`src/rtl/dx_mdio_pkg.sv`:
```
// rtl/dx_mdio_pkg.sv - MDIO frame constants, op codes, bit counts and FSM state type
package dx_mdio_pkg;

   localparam logic [1:0] OP_WR      = 2'b01;
   localparam logic [1:0] OP_RD      = 2'b10;
   localparam logic [1:0] MDIO_ST    = 2'b01;
   localparam logic [1:0] MDIO_TA_WR = 2'b10;

   localparam int unsigned PRE_BITS  = 32;
   localparam int unsigned HDR_BITS  = 14;
   localparam int unsigned TA_BITS   = 2;
   localparam int unsigned DATA_BITS = 16;

`ifdef DX_MDIO_PREAMBLE_EN
   localparam int unsigned FRAME_BITS = PRE_BITS + HDR_BITS + TA_BITS + DATA_BITS;
`else
   localparam int unsigned FRAME_BITS = HDR_BITS + TA_BITS + DATA_BITS;
`endif

   typedef enum logic [2:0] {
      IDLE,
      PRE,
      HDR,
      TA,
      DATA,
      DONE
   } mdio_state_e;

   // Everything after the preamble, MSB first; read frames carry ones where the pin is released
   function automatic logic [31:0] mdio_frame(input logic [1:0]  op,
                                              input logic [4:0]  phy,
                                              input logic [4:0]  ra,
                                              input logic [15:0] wdata);
      if (op == OP_WR) begin
         return {MDIO_ST, op, phy, ra, MDIO_TA_WR, wdata};
      end
      return {MDIO_ST, op, phy, ra, 2'b11, 16'hFFFF};
   endfunction

endpackage

```
`src/rtl/dx_mdio_clkgen.sv`:
```
// rtl/dx_mdio_clkgen.sv - MDC divider with one-cycle rise/fall strobes, held low while disabled
module dx_mdio_clkgen #(
   parameter int CLK_DIV = 10
) (
   input  logic clk,
   input  logic rst,
   input  logic en_i,
   output logic mdc_o,
   output logic rise_o,
   output logic fall_o
);

   logic [7:0] cnt_q, cnt_d;
   logic       mdc_q, mdc_d;
   logic       wrap;

   assign wrap   = en_i && (cnt_q == 8'(CLK_DIV - 1));
   assign rise_o = wrap & ~mdc_q;
   assign fall_o = wrap & mdc_q;
   assign mdc_o  = mdc_q;

   // Half-period counter; disabling restarts the phase so every frame begins with a full low half
   always_comb begin
      cnt_d = cnt_q;
      mdc_d = mdc_q;
      if (!en_i) begin
         cnt_d = '0;
         mdc_d = 1'b0;
      end else if (wrap) begin
         cnt_d = '0;
         mdc_d = ~mdc_q;
      end else begin
         cnt_d = cnt_q + 8'd1;
      end
   end

   // Divider state registers
   always_ff @(posedge clk) begin
      if (rst) begin
         cnt_q <= '0;
         mdc_q <= 1'b0;
      end else begin
         cnt_q <= cnt_d;
         mdc_q <= mdc_d;
      end
   end

endmodule

```
`src/rtl/dx_mdio_master.sv`:
```
// rtl/dx_mdio_master.sv - MDIO clause-22 master; DX_MDIO_PREAMBLE_EN enables the 32-bit preamble
module dx_mdio_master
   import dx_mdio_pkg::*;
#(
   parameter int CLK_DIV = 10
) (
   input  logic        clk,
   input  logic        rst,
   input  logic        cmd_valid,
   output logic        cmd_ready,
   input  logic [1:0]  cmd_op,
   input  logic [4:0]  cmd_phy,
   input  logic [4:0]  cmd_reg,
   input  logic [15:0] cmd_wdata,
   output logic        rsp_valid,
   output logic [15:0] rsp_rdata,
   output logic        rsp_err,
   output logic        mdc,
   output logic        mdio_dio_i,
   output logic        mdio_dio_t,
   input  logic        mdio_dio_o
);

   mdio_state_e state_q;
   logic [4:0]  bit_cnt_q;
   logic [31:0] shift_q;
   logic        rd_q;
   logic [15:0] rdata_q;
   logic        ta_err_q;
   logic        cmd_ready_q;
   logic        rsp_valid_q;
   logic [15:0] rsp_rdata_q;
   logic        rsp_err_q;
   logic        dio_i_q;
   logic        dio_t_q;

   logic        clk_en;
   logic        mdc_rise;
   logic        mdc_fall;
   logic [31:0] frame_w;

   assign clk_en  = (state_q == PRE) || (state_q == HDR) || (state_q == TA) || (state_q == DATA);
   assign frame_w = mdio_frame(cmd_op, cmd_phy, cmd_reg, cmd_wdata);

   dx_mdio_clkgen #(
      .CLK_DIV (CLK_DIV)
   ) u_clkgen (
      .clk    (clk),
      .rst    (rst),
      .en_i   (clk_en),
      .mdc_o  (mdc),
      .rise_o (mdc_rise),
      .fall_o (mdc_fall)
   );

   assign cmd_ready  = cmd_ready_q;
   assign rsp_valid  = rsp_valid_q;
   assign rsp_rdata  = rsp_rdata_q;
   assign rsp_err    = rsp_err_q;
   assign mdio_dio_i = dio_i_q;
   assign mdio_dio_t = dio_t_q;

   // Frame sequencer: next bit goes out on each MDC fall, read bits are taken on each MDC rise
   always_ff @(posedge clk) begin
      if (rst) begin
         state_q     <= IDLE;
         bit_cnt_q   <= '0;
         shift_q     <= '0;
         rd_q        <= 1'b0;
         rdata_q     <= '0;
         ta_err_q    <= 1'b0;
         cmd_ready_q <= 1'b1;
         rsp_valid_q <= 1'b0;
         rsp_rdata_q <= '0;
         rsp_err_q   <= 1'b0;
         dio_i_q     <= 1'b1;
         dio_t_q     <= 1'b1;
      end else begin
         rsp_valid_q <= 1'b0;
         case (state_q)
            IDLE: begin
               if (cmd_valid && cmd_ready_q) begin
                  cmd_ready_q <= 1'b0;
                  rd_q        <= (cmd_op == OP_RD);
                  bit_cnt_q   <= '0;
                  rdata_q     <= '0;
                  ta_err_q    <= 1'b0;
                  if ((cmd_op == OP_WR) || (cmd_op == OP_RD)) begin
                     shift_q <= frame_w;
                     dio_t_q <= 1'b0;
`ifdef DX_MDIO_PREAMBLE_EN
                     state_q <= PRE;
                     dio_i_q <= 1'b1;
`else
                     state_q <= HDR;
                     dio_i_q <= frame_w[31];
`endif
                  end else begin
                     // Unsupported op: complete at once with an error and leave the bus alone
                     state_q     <= DONE;
                     rsp_valid_q <= 1'b1;
                     rsp_err_q   <= 1'b1;
                     rsp_rdata_q <= '0;
                  end
               end
            end
            PRE: begin
               if (mdc_fall) begin
                  if (bit_cnt_q == 5'(PRE_BITS - 1)) begin
                     state_q   <= HDR;
                     bit_cnt_q <= '0;
                     dio_i_q   <= shift_q[31];
                  end else begin
                     bit_cnt_q <= bit_cnt_q + 5'd1;
                  end
               end
            end
            HDR: begin
               if (mdc_fall) begin
                  shift_q <= {shift_q[30:0], 1'b0};
                  dio_i_q <= shift_q[30];
                  if (bit_cnt_q == 5'(HDR_BITS - 1)) begin
                     state_q   <= TA;
                     bit_cnt_q <= '0;
                     if (rd_q) begin
                        dio_t_q <= 1'b1;
                     end
                  end else begin
                     bit_cnt_q <= bit_cnt_q + 5'd1;
                  end
               end
            end
            TA: begin
               // Only the second turnaround bit is driven by a present PHY (low)
               if (mdc_rise && (bit_cnt_q == 5'(TA_BITS - 1))) begin
                  ta_err_q <= mdio_dio_o;
               end
               if (mdc_fall) begin
                  shift_q <= {shift_q[30:0], 1'b0};
                  dio_i_q <= shift_q[30];
                  if (bit_cnt_q == 5'(TA_BITS - 1)) begin
                     state_q   <= DATA;
                     bit_cnt_q <= '0;
                  end else begin
                     bit_cnt_q <= bit_cnt_q + 5'd1;
                  end
               end
            end
            DATA: begin
               if (mdc_rise) begin
                  rdata_q <= {rdata_q[14:0], mdio_dio_o};
               end
               if (mdc_fall) begin
                  if (bit_cnt_q == 5'(DATA_BITS - 1)) begin
                     state_q     <= DONE;
                     bit_cnt_q   <= '0;
                     rsp_valid_q <= 1'b1;
                     rsp_rdata_q <= rd_q ? rdata_q : 16'h0000;
                     rsp_err_q   <= rd_q & ta_err_q;
                     dio_i_q     <= 1'b1;
                     dio_t_q     <= 1'b1;
                  end else begin
                     shift_q   <= {shift_q[30:0], 1'b0};
                     dio_i_q   <= shift_q[30];
                     bit_cnt_q <= bit_cnt_q + 5'd1;
                  end
               end
            end
            DONE: begin
               state_q     <= IDLE;
               cmd_ready_q <= 1'b1;
            end
            default: begin
               state_q     <= IDLE;
               cmd_ready_q <= 1'b1;
            end
         endcase
      end
   end

endmodule

```
`config.mk`:
```
export PLATFORM = sky130hd
export DESIGN_NAME = dx_mdio_master
export DESIGN_NICKNAME = d
export VERILOG_FILES = /design/src/rtl/dx_mdio_pkg.sv /design/src/rtl/dx_mdio_clkgen.sv /design/src/rtl/dx_mdio_master.sv
export SDC_FILE = /design/constraint.sdc
export NUM_CORES = 1
export LEC_CHECK = 0
export CORE_ASPECT_RATIO = 1.1
export CORE_MARGIN = 3
export CORE_UTILIZATION = 55
export DETAILED_ROUTE_END_ITERATION = 12
export PLACE_DENSITY = 0.86
export SLEW_MARGIN = 20
export SYNTH_ARGS = -nofsm -noshare
export SYNTH_HDL_FRONTEND = slang
export SYNTH_SLANG_ARGS = --single-unit
```
`constraint.sdc`:
```
create_clock -name clk -period 2.9 [get_ports clk]
set_input_delay 0.435 -clock clk [delete_from_list [all_inputs] [get_ports clk]]
set_output_delay 0.435 -clock clk [all_outputs]
set_load 0.02 [all_outputs]
```
==> results.json, run 1 <==
{
  "outcome": "finished, final reports clean",
  "die_area_um2": 8880,
  "crit_type": "reg2reg",
  "overflow": 0,
  "cap_violations": 0,
  "cts_made_buffers": 9,
  "placed_area_um2": 4870,
  "power.leakage_nw": 1.83,
  "dp_hpwl_um": 6600,
  "final_util_pct": 67.7,
  "rows": 33,
  "drive_above_1_share_pct": 7.50,
  "max_slew_margin_pct": 51.2,
  "min_path_cells": 2,
  "clkTransAtPathRegs_ns": 0.09,
  "synth_most_common_cell": "dfxtp_1",
  "antenna_cells": 0,
  "ys.flop_type": "dfxtp_1",
  "power.density_nw_per_um2": 702,
  "tritoncts": "built",
  "post-place-cells": 636,
  "synth_common_cells": "dfxtp_1 (88), nand3_1 (48), a21oi_1 (45), nand2_1 (45), nor2_1 (37)",
  "grt_start_max_net_pins": 47,
  "cts-root-buf": "clkbuf_8",
  "grt_pass1_wl_um": 16800,
  "dr.pass1.iters": 5,
  "postCtsResizedCells": 0,
  "cts_hold_buf": 0,
  "netlist_instances": 512,
  "r2r_start": "state_q[2]$_SDFFE_PP0P_",
  "initial_utilization_pct": 57.0,
  "synthTopCellsByArea": "dfxtp_1 (41%), nand3_1 (5.6%), a21oi_1 (5.3%), mux2i_1 (4.0%), nand2_1 (3.9%)",
  "setup_ws_ns": 0.532,
  "drt_iter0_drc": 193,
  "syn_area_um2": 4280,
  "die_x_um": 90.1,
  "avgViaCountPerCell": 5.94,
  "r2r-end": "shift_q[20]$_SDFFE_PP0P_",
  "critical_path_arrival_ns": 2.58,
  "reg2regPathDepth": 5,
  "ys_types": 55,
  "r2r_slack_ns": 0.53,
  "fin_crit_sh_pct": 81.6,
  "grt_pass1_vias": 3766,
  "fin_area_um2": 5090,
  "wl_per_cell_um": 15.0,
  "fmax_mhz": 422,
  "dp_slack_ns": 0.208,
  "fin_nets": 584,
  "routed_wirelength_um": 9760,
  "avgSynthCellArea_um2": 8.36,
  "fin_crit_ns": 2.37,
  "setup_violations": 0,
  "synth_top_area_share_pct": 41.2,
  "syn_to_final_growth_pct": 18.9,
  "synth_area_leader_cell": "dfxtp_1",
  "peakVddDrop_v": 0.000346,
  "tightest_slew_ns": 0.732,
  "ys_ff_latch": 88,
  "fin_cells": 652,
  "seq_area_frac_synth_pct": 41.2,
  "die_h_um": 98.5,
  "clock-sinks": 88,
  "top_level_ports": 54,
  "crit_required_ns": 3.11,
  "slew_violations": 0,
  "rsz0062_at_grt": "no",
  "synth_nets": 554,
  "hold_viol": 0,
  "gp_congestion": 0.940,
  "start_kind": "flip-flop",
  "dr_total_vias": 3872,
  "antenna_found_initial": 0,
  "drc": 0,
  "port_buffers": 53,
  "track_usage_pct": 22.4,
  "worstHoldEndpoint": "rsp_rdata[9]$_SDFFE_PP0P_",
  "antenna_violating_nets_post_route": 0,
  "yosysWarnings": 0,
  "cp-end-kind": "flip-flop",
  "post_cts_buffers": 0,
  "htree_levels": 3,
  "clock_latency_ns": 0.36,
  "min-delay-start": "rsp_rdata[9]$_SDFFE_PP0P_",
  "hp-class": "reg2reg",
  "clock_path_buffers": 2,
  "fin_skew_ns": 0.0101,
  "ys_async_sr_fraction_pct": 0,
  "cp_max_fo": 12,
  "synth_edf_count": 0,
  "fin_setup_tns_ns": 0,
  "core_um2": 7510
}
## per-layer routing
metal  vias up  share of wire [%]  track usage [%]
li1       1905                  -                -
met1      1831                 43             27.1
met2       119                 50             39.7
met3        17                5.0             4.43
met4         0                1.5             8.24
met5         -                  0                0
## cells in the final DEF, fill, tap and decap left out, types with 3 or more instances in the layout
cell type	count
dfxtp_1	88
clkdlybuf4s50_1	52
nand3_1	48
nand2_1	45
a21oi_1	44
nor2_1	36
nor3_1	19
and2_1	18
o221ai_1	17
mux2i_1	17
o21ai_0	16
or4_1	15
a311oi_1	12
clkbuf_8	11
inv_1	10
ha_1	10
buf_4	9
a21o_1	7
xnor2_1	5
xor2_1	5
and3_1	3
nor2b_1	3
nand3b_1	3
nand2b_1	3
a211oi_1	3
o32ai_1	3
## stage by stage
step / hold slack, ns / total power, mW
3_5_place_dp: 0.445 / 2.67
5_1_grt: 0.477 / 3.78
6_report: 0.453 / 3.57
4_1_cts: 0.455 / 3.56
2_1_floorplan: 0.440 / 2.38
3_3_place_gp: 0.438 / 2.65
## registers in the layout, indices dropped and copies added (netlist names)
name / flops
u_clkgen.cnt_q: 8
shift_q: 32
rsp_rdata: 16
rsp_valid: 1
u_clkgen.mdc_o: 1
mdio_dio_i: 1
rd_q: 1
ta_err_q: 1
rdata_q: 16
rsp_err: 1
bit_cnt_q: 5
state_q: 3
cmd_ready: 1
mdio_dio_t: 1
## worst max path at each step
stage,startpoint,endpoint,slack [ns],depth (start not counted)
after floorplan,bit_cnt_q[0]$_SDFFE_PP0P_,rsp_rdata[10]$_SDFFE_PP0P_,0.83,9
after global placement,cmd_op[0],shift_q[20]$_SDFFE_PP0P_,0.35,8
after detailed placement,cmd_op[0],shift_q[20]$_SDFFE_PP0P_,0.21,8
after CTS,state_q[2]$_SDFFE_PP0P_,shift_q[20]$_SDFFE_PP0P_,0.56,5
after global routing,state_q[1]$_SDFFE_PP0P_,shift_q[23]$_SDFFE_PP0P_,0.34,5
final,state_q[2]$_SDFFE_PP0P_,shift_q[20]$_SDFFE_PP0P_,0.53,5
## logic make-up after synthesis
logic type | after synthesis | synth area share, %
AOI/OAI and AO/OA | 118 | 18.2
xor gates and xnor gates | 10 | 2.05
adders and majority gates | 10 | 2.92
buffers and inverters | 56 | 5.41
DFF | 88 | 41.2
muxes | 18 | 4.24
and+or+nand+nor | 212 | 26.1
## power by group
group	internal, mW	leakage [nW]	switching, mW	total (mW)
logic	0.474	1.01	0.704	1.18
clock network	0.452	0.103	0.454	0.906
registers	1.35	0.714	0.136	1.49
total	2.28	1.83	1.29	3.57
## worst max-delay path: stages (launching register included)
cell,delay [ns]
dfxtp_1,0.61
or3b_2,0.54
nor2_1,0.19
nand2_1,0.30
nand2_1,0.43
a311oi_1,0.16
## cell type report
cell class / count / area (um^2)
clock buffers: 11 / 151
clock inverters: 5 / 62.6
fillers: 625 / 2430
inverters: 11 / 41.3
multi-input cells: 368 / 2310
flip-flops and latches: 88 / 1760
well taps: 105 / 131
repair buffers: 64 / 633
Note: power is estimated with default switching activity, not from simulation.
==> run 2: changes to the inputs <==
Settings changed: CORE_UTILIZATION 55 to 50, PLACE_DENSITY 0.86 to 0.83.
Clock period 2.9 ns to 1.9 ns, I/O delays scaled along.
==> run 2 against run 1 <==
  * The flow now finishes with violations (setup timing)
  * Largest cell class unchanged
  * Core utilization up 4.1 points
  * Global-route usage grew 0.45 points
  * Via count is 8.9% higher
  * Final cell count increased by 7.7%
  * Power increased by 67%
  * First-iteration DRC count rose by 69%
==> results.json, run 2 (synthesis gave the netlist of run 1 again) <==
{
  "top_level_ports": 54,
  "dr_total_vias": 4218,
  "routed_wirelength_um": 11600,
  "dp_hpwl_um": 7400,
  "hp-class": "in2reg",
  "fin_cells": 702,
  "setup_ws_ns": -0.0167,
  "overflow": 0,
  "rsz0062_at_grt": "yes",
  "fin_worst_hold_slack_ns": 0.268,
  "fin_nets": 631,
  "power.density_nw_per_um2": 1020,
  "clock_latency_ns": 0.36,
  "fin_skew_ns": 0.00799,
  "grtUsageMet1_pct": 27.0,
  "syn_to_final_growth_pct": 36.3,
  "antenna_found_initial": 0,
  "antenna_cells": 0,
  "cp-end-kind": "flip-flop",
  "die_area_um2": 9710,
  "path_cells": "ha_4 -> and3_4 -> ha_4 -> buf_4 -> nor3_4 -> buf_12 -> buf_12 -> nor3_1 -> a311oi_1",
  "rows": 34,
  "peakVddDrop_v": 0.000650,
  "fin_crit_ns": 1.92,
  "slew_violations": 0,
  "cp_max_fo": 8,
  "post-place-cells": 673,
  "track_usage_pct": 22.9,
  "htree_levels": 3,
  "r2r_slack_ns": -0.02,
  "crit_path_end": "shift_q[29]$_SDFFE_PP0P_",
  "initial_utilization_pct": 52.7,
  "power.leakage_nw": 2.12,
  "hold_viol": 0,
  "dr.pass1.iters": 4,
  "crit_required_ns": 2.16,
  "violations": "setup timing",
  "crit_type": "reg2reg",
  "mostFrequentLayoutCell": "dfxtp_1",
  "top_usage_layer": "met2",
  "max_slew_margin_pct": 66.9,
  "fmax_mhz": 522,
  "clock_path_buffers": 2,
  "cts-root-buf": "clkbuf_8",
  "grt_start_max_net_pins": 40,
  "die_x_um": 94.2,
  "grt_use_met2_pct": 41.4,
  "fin_crit_sh_pct": 101,
  "cts_hold_buf": 0,
  "avgViaCountPerCell": 6.01,
  "layout_common_cells": "dfxtp_1 (82), clkdlybuf4s50_1 (51), nand2_1 (43)",
  "clkTransAtPathRegs_ns": 0.09,
  "reg2regPathDepth": 9,
  "largest_reg_flops": 32,
  "critical_path_arrival_ns": 2.18,
  "core_um2": 8130,
  "r2r-end": "shift_q[29]$_SDFFE_PP0P_",
  "drc": 0,
  "nFillCells": 589,
  "die_h_um": 103,
  "cp_slowest_cell": "dfxtp_2",
  "cap_violations": 0,
  "r2r_start": "bit_cnt_q[0]$_SDFFE_PP0P_",
  "wl_per_cell_um": 16.6,
  "antenna_violating_nets_post_route": 0,
  "outcome": "finished, violations left",
  "cp-startpoint": "bit_cnt_q[0]$_SDFFE_PP0P_",
  "tightest_slew_ns": 0.493,
  "drive_above_1_share_pct": 22.9,
  "top_register": "shift_q",
  "port_buffers": 53,
  "drt_iter0_drc": 326,
  "grt_pass1_vias": 4058,
  "start_kind": "flip-flop",
  "cts_made_buffers": 9,
  "gp_congestion": 0.893,
  "tritoncts": "built",
  "clock-sinks": 88,
  "grt_pass1_wl_um": 18100,
  "setup_violations": 2,
  "grt_use_met3_pct": 4.16,
  "max_stage_delay_ns": 0.34
}
-- run 2: changes by cell type in the layout (fill, tap and decap cells not counted), moves of 8 or more --
cell,previous run,this run
buf_4,9,41
a21oi_2,1,9
a21oi_1,44,36
nand3_1,48,39
nand3_2,0,8
-- run 2: routing by layer --
layer  vias up  part of all wire, %
li1       2004                    -
met1      2049                   41
met2       144                   52
met3        21                  4.8
met4         0                  1.6
met5         -                    0
-- run 2: cell type report --
type                    count  area (um^2)  share of cell area [%]
clock buffers              11          141                    2.42
clock inverters             5         40.0                   0.686
inverters                  11         43.8                   0.750
multi-input cells         368         2560                    44.0
flip-flops and latches     88         1770                    30.3
well taps                 108          135                    2.32
repair buffers            111         1140                    19.6
-- run 2: worst max-delay path, delay by kind of cell, from the launching register on --
family | cells | cell delay, ns
buf+inv | 3 | 0.40
simple gates | 3 | 0.45
flops | 1 | 0.34
compound gates | 1 | 0.27
fa+ha+maj | 2 | 0.33
-- run 2: worst min-delay path by stage --
stage                               from                        end  slack, ns  cells past startpoint
2_1_floorplan                 mdio_dio_o      ta_err_q$_SDFFE_PP0P_       0.44                      2
3_3_place_gp   rsp_rdata[1]$_SDFFE_PP0P_  rsp_rdata[1]$_SDFFE_PP0P_       0.44                      2
3_5_place_dp   rsp_rdata[3]$_SDFFE_PP0P_  rsp_rdata[3]$_SDFFE_PP0P_       0.45                      2
4_1_cts                              rst  bit_cnt_q[3]$_SDFFE_PP0P_       0.24                      2
5_1_grt                              rst  bit_cnt_q[3]$_SDFFE_PP0P_       0.27                      2
6_report                             rst  bit_cnt_q[3]$_SDFFE_PP0P_       0.27                      2
-- run 2: repair_timing --
action	CTS	global route
cloned	1	3
pin swaps	5	33
buffers inserted	3	7
setup endpoints to repair	50	71
gates resized for setup	13	55
-- run 2: through the flow --
step | util (%) | setup WS (ns) | power (mW) | cell area, um^2 | TNS (ns)
final | 71.8 | -0.0167 | 5.98 | 5840 | -0.0243
after global routing | 71.8 | -0.0683 | 6.27 | 5840 | -0.891
after CTS | 67.8 | -0.0388 | 5.74 | 5510 | -0.264
after detailed placement | 64.3 | -0.407 | 4.47 | 5230 | -17.03
after global placement | 64.3 | -0.351 | 4.38 | 5230 | -15.01
after floorplan | - | 0.00897 | 3.64 | 4310 | 0
-- run 2: power by group --
| group | internal (mW) | switching, mW |
|---|---|---|
| registers | 2.07 | 0.161 |
| logic | 1.15 | 1.39 |
| clock network | 0.518 | 0.691 |
==> run 3: changes to the inputs <==
Settings changed: CELL_PAD_IN_SITES_DETAIL_PLACEMENT set to 0, CELL_PAD_IN_SITES_GLOBAL_PLACEMENT set to 1, CORE_UTILIZATION 50 to 37, CTS_CLUSTER_DIAMETER set to 80, PLACE_DENSITY 0.83 to 0.82.
==> run 3 against run 2 <==
  * The flow now finishes without violations
  * Combinational power is 3% higher
  * Clock skew is 0.0022 ns lower
  * Die area rose by 33%
  * Sequential cell count stayed put
  * First-iteration DRC count down 33%
  * Clock-buffer cell count down 1
  * Register-to-register slack improved by 0.02 ns
  * Power is 12% higher
  * Critical path type unchanged
  * Critical endpoint is now shift_q[26]$_SDFFE_PP0P_
==> results.json, run 3 (synthesis gave the netlist of run 1 again) <==
{
  "outcome": "finished, final reports clean",
  "reg2regPathDepth": 10,
  "crit_required_ns": 2.14,
  "power.density_nw_per_um2": 1100,
  "power_mw": 6.70,
  "peakVddDrop_v": 0.000480,
  "fin_cells": 749,
  "core_um2": 11100,
  "clkTransAtPathRegs_ns": 0.06,
  "largest_reg_flops": 32,
  "htree_levels": 3,
  "hp-class": "in2reg",
  "drive_above_1_share_pct": 23.3,
  "hold_viol": 0,
  "dr.pass1.iters": 4,
  "top_level_ports": 54,
  "critical_path_arrival_ns": 2.13,
  "dr_total_vias": 4126,
  "antenna_violating_nets_post_route": 0,
  "overflow": 0,
  "grt_pass1_wl_um": 18000,
  "drt_iter0_drc": 220,
  "cap_violations": 0,
  "crit_type": "reg2reg",
  "grt_start_max_net_pins": 47,
  "min_path_cells": 2,
  "fin_setup_tns_ns": 0,
  "tritoncts": "built",
  "top_register": "shift_q",
  "setup_ws_ns": 0.00534,
  "fin_crit_sh_pct": 99.7,
  "gp_congestion": 0.863,
  "start_kind": "flip-flop",
  "rsz0062_at_grt": "yes",
  "antenna_found_initial": 0,
  "grt_pass1_vias": 3817,
  "antenna_cells": 0,
  "post-place-cells": 719,
  "track_usage_pct": 16.8,
  "fin_skew_ns": 0.00576,
  "drc": 0,
  "dp_slack_ns": -0.432,
  "layout_common_cells": "dfxtp_1 (81), clkdlybuf4s50_1 (51), buf_4 (48)",
  "slew_violations": 0,
  "die_x_um": 109,
  "fmax_mhz": 528,
  "clock-sinks": 88,
  "die_h_um": 119,
  "cts_made_buffers": 9,
  "dp_hpwl_um": 7190,
  "port_buffers": 53,
  "cts-root-buf": "clkbuf_16",
  "clock_latency_ns": 0.33,
  "cts_hold_buf": 0,
  "fin_nets": 640,
  "tightest_slew_ns": 0.451,
  "clock_path_buffers": 2,
  "fin_crit_ns": 1.89,
  "rows": 40,
  "setup_violations": 0,
  "syn_to_final_growth_pct": 42.3,
  "avgViaCountPerCell": 5.51,
  "power.leakage_nw": 2.25,
  "routed_wirelength_um": 11400,
  "die_area_um2": 12900,
  "mostFrequentLayoutCell": "dfxtp_1",
  "initial_utilization_pct": 38.5,
  "max_slew_margin_pct": 69.7,
  "wl_per_cell_um": 15.3,
  "cp_max_fo": 8,
  "cp-end-kind": "flip-flop"
}
[run 3: final cells by class]
| class | instances | area [um^2] |
|---|---|---|
| clock inverter | 5 | 81.3 |
| tap | 147 | 184 |
| clock buffer | 10 | 229 |
| inverter | 11 | 41.3 |
| multi-input combinational | 368 | 2570 |
| fill | 1004 | 5020 |
| timing repair buffer | 120 | 1220 |
| sequential | 88 | 1770 |
[run 3: power breakdown]
group	switching (mW)	leakage [nW]	internal [mW]	total, mW
clock network	0.706	0.149	1.15	1.85
registers	0.156	0.717	2.07	2.23
logic	1.41	1.38	1.21	2.62
total	2.27	2.25	4.43	6.70
[run 3: layer usage]
| layer | track usage [%] | routed length [um] | vias to the layer above | part of all wire [%] |
|---|---|---|---|---|
| met1 | 22.4 | 5060 | 1970 | 44 |
| met3 | 2.62 | 481 | 17 | 4.2 |
| li1 | - | - | 2030 | - |
| met4 | 5.76 | 198 | 0 | 1.7 |
| met5 | 0 | 0 | - | 0 |
| met2 | 27.6 | 5710 | 109 | 50 |
[run 3: worst paths after layout]
check,from,endpoint,slack [ns]
max,u_clkgen.cnt_q[1]$_SDFF_PP0_,shift_q[26]$_SDFFE_PP0P_,0.005
min,rst,state_q[1]$_SDFFE_PP0P_,0.28
max reg2reg,u_clkgen.cnt_q[1]$_SDFF_PP0_,shift_q[26]$_SDFFE_PP0P_,0.005
min reg2reg,rsp_rdata[0]$_SDFFE_PP0P_,rsp_rdata[0]$_SDFFE_PP0P_,0.45
[run 3: metrics by stage]
stage	hold slack (ns)	area (um^2)	utilization [%]
final	0.281	6090	54.8
after detailed placement	0.445	5290	47.6
after global placement	0.438	5290	47.6
after global routing	0.301	6090	54.8
after floorplan	0.437	4310	-
after CTS	0.288	5710	51.4
[run 3: critical path: stages, from the launching register on]
cell and delay [ns]:
dfxtp_2 0.32, inv_2 0.06, ha_4 0.11, and4bb_2 0.25
buf_6 0.15, nand2_8 0.07, nor3_4 0.29, buf_12 0.16
clkbuf_16 0.15, nor3_2 0.04, a311oi_1 0.20
[run 3: repair_timing]
item                                    in CTS  in global routing
pin swaps                                    4                 40
cloned                                       2                  3
resized for setup                           15                 51
setup buffers                                3                  7
endpoints found under the setup margin      66                 54
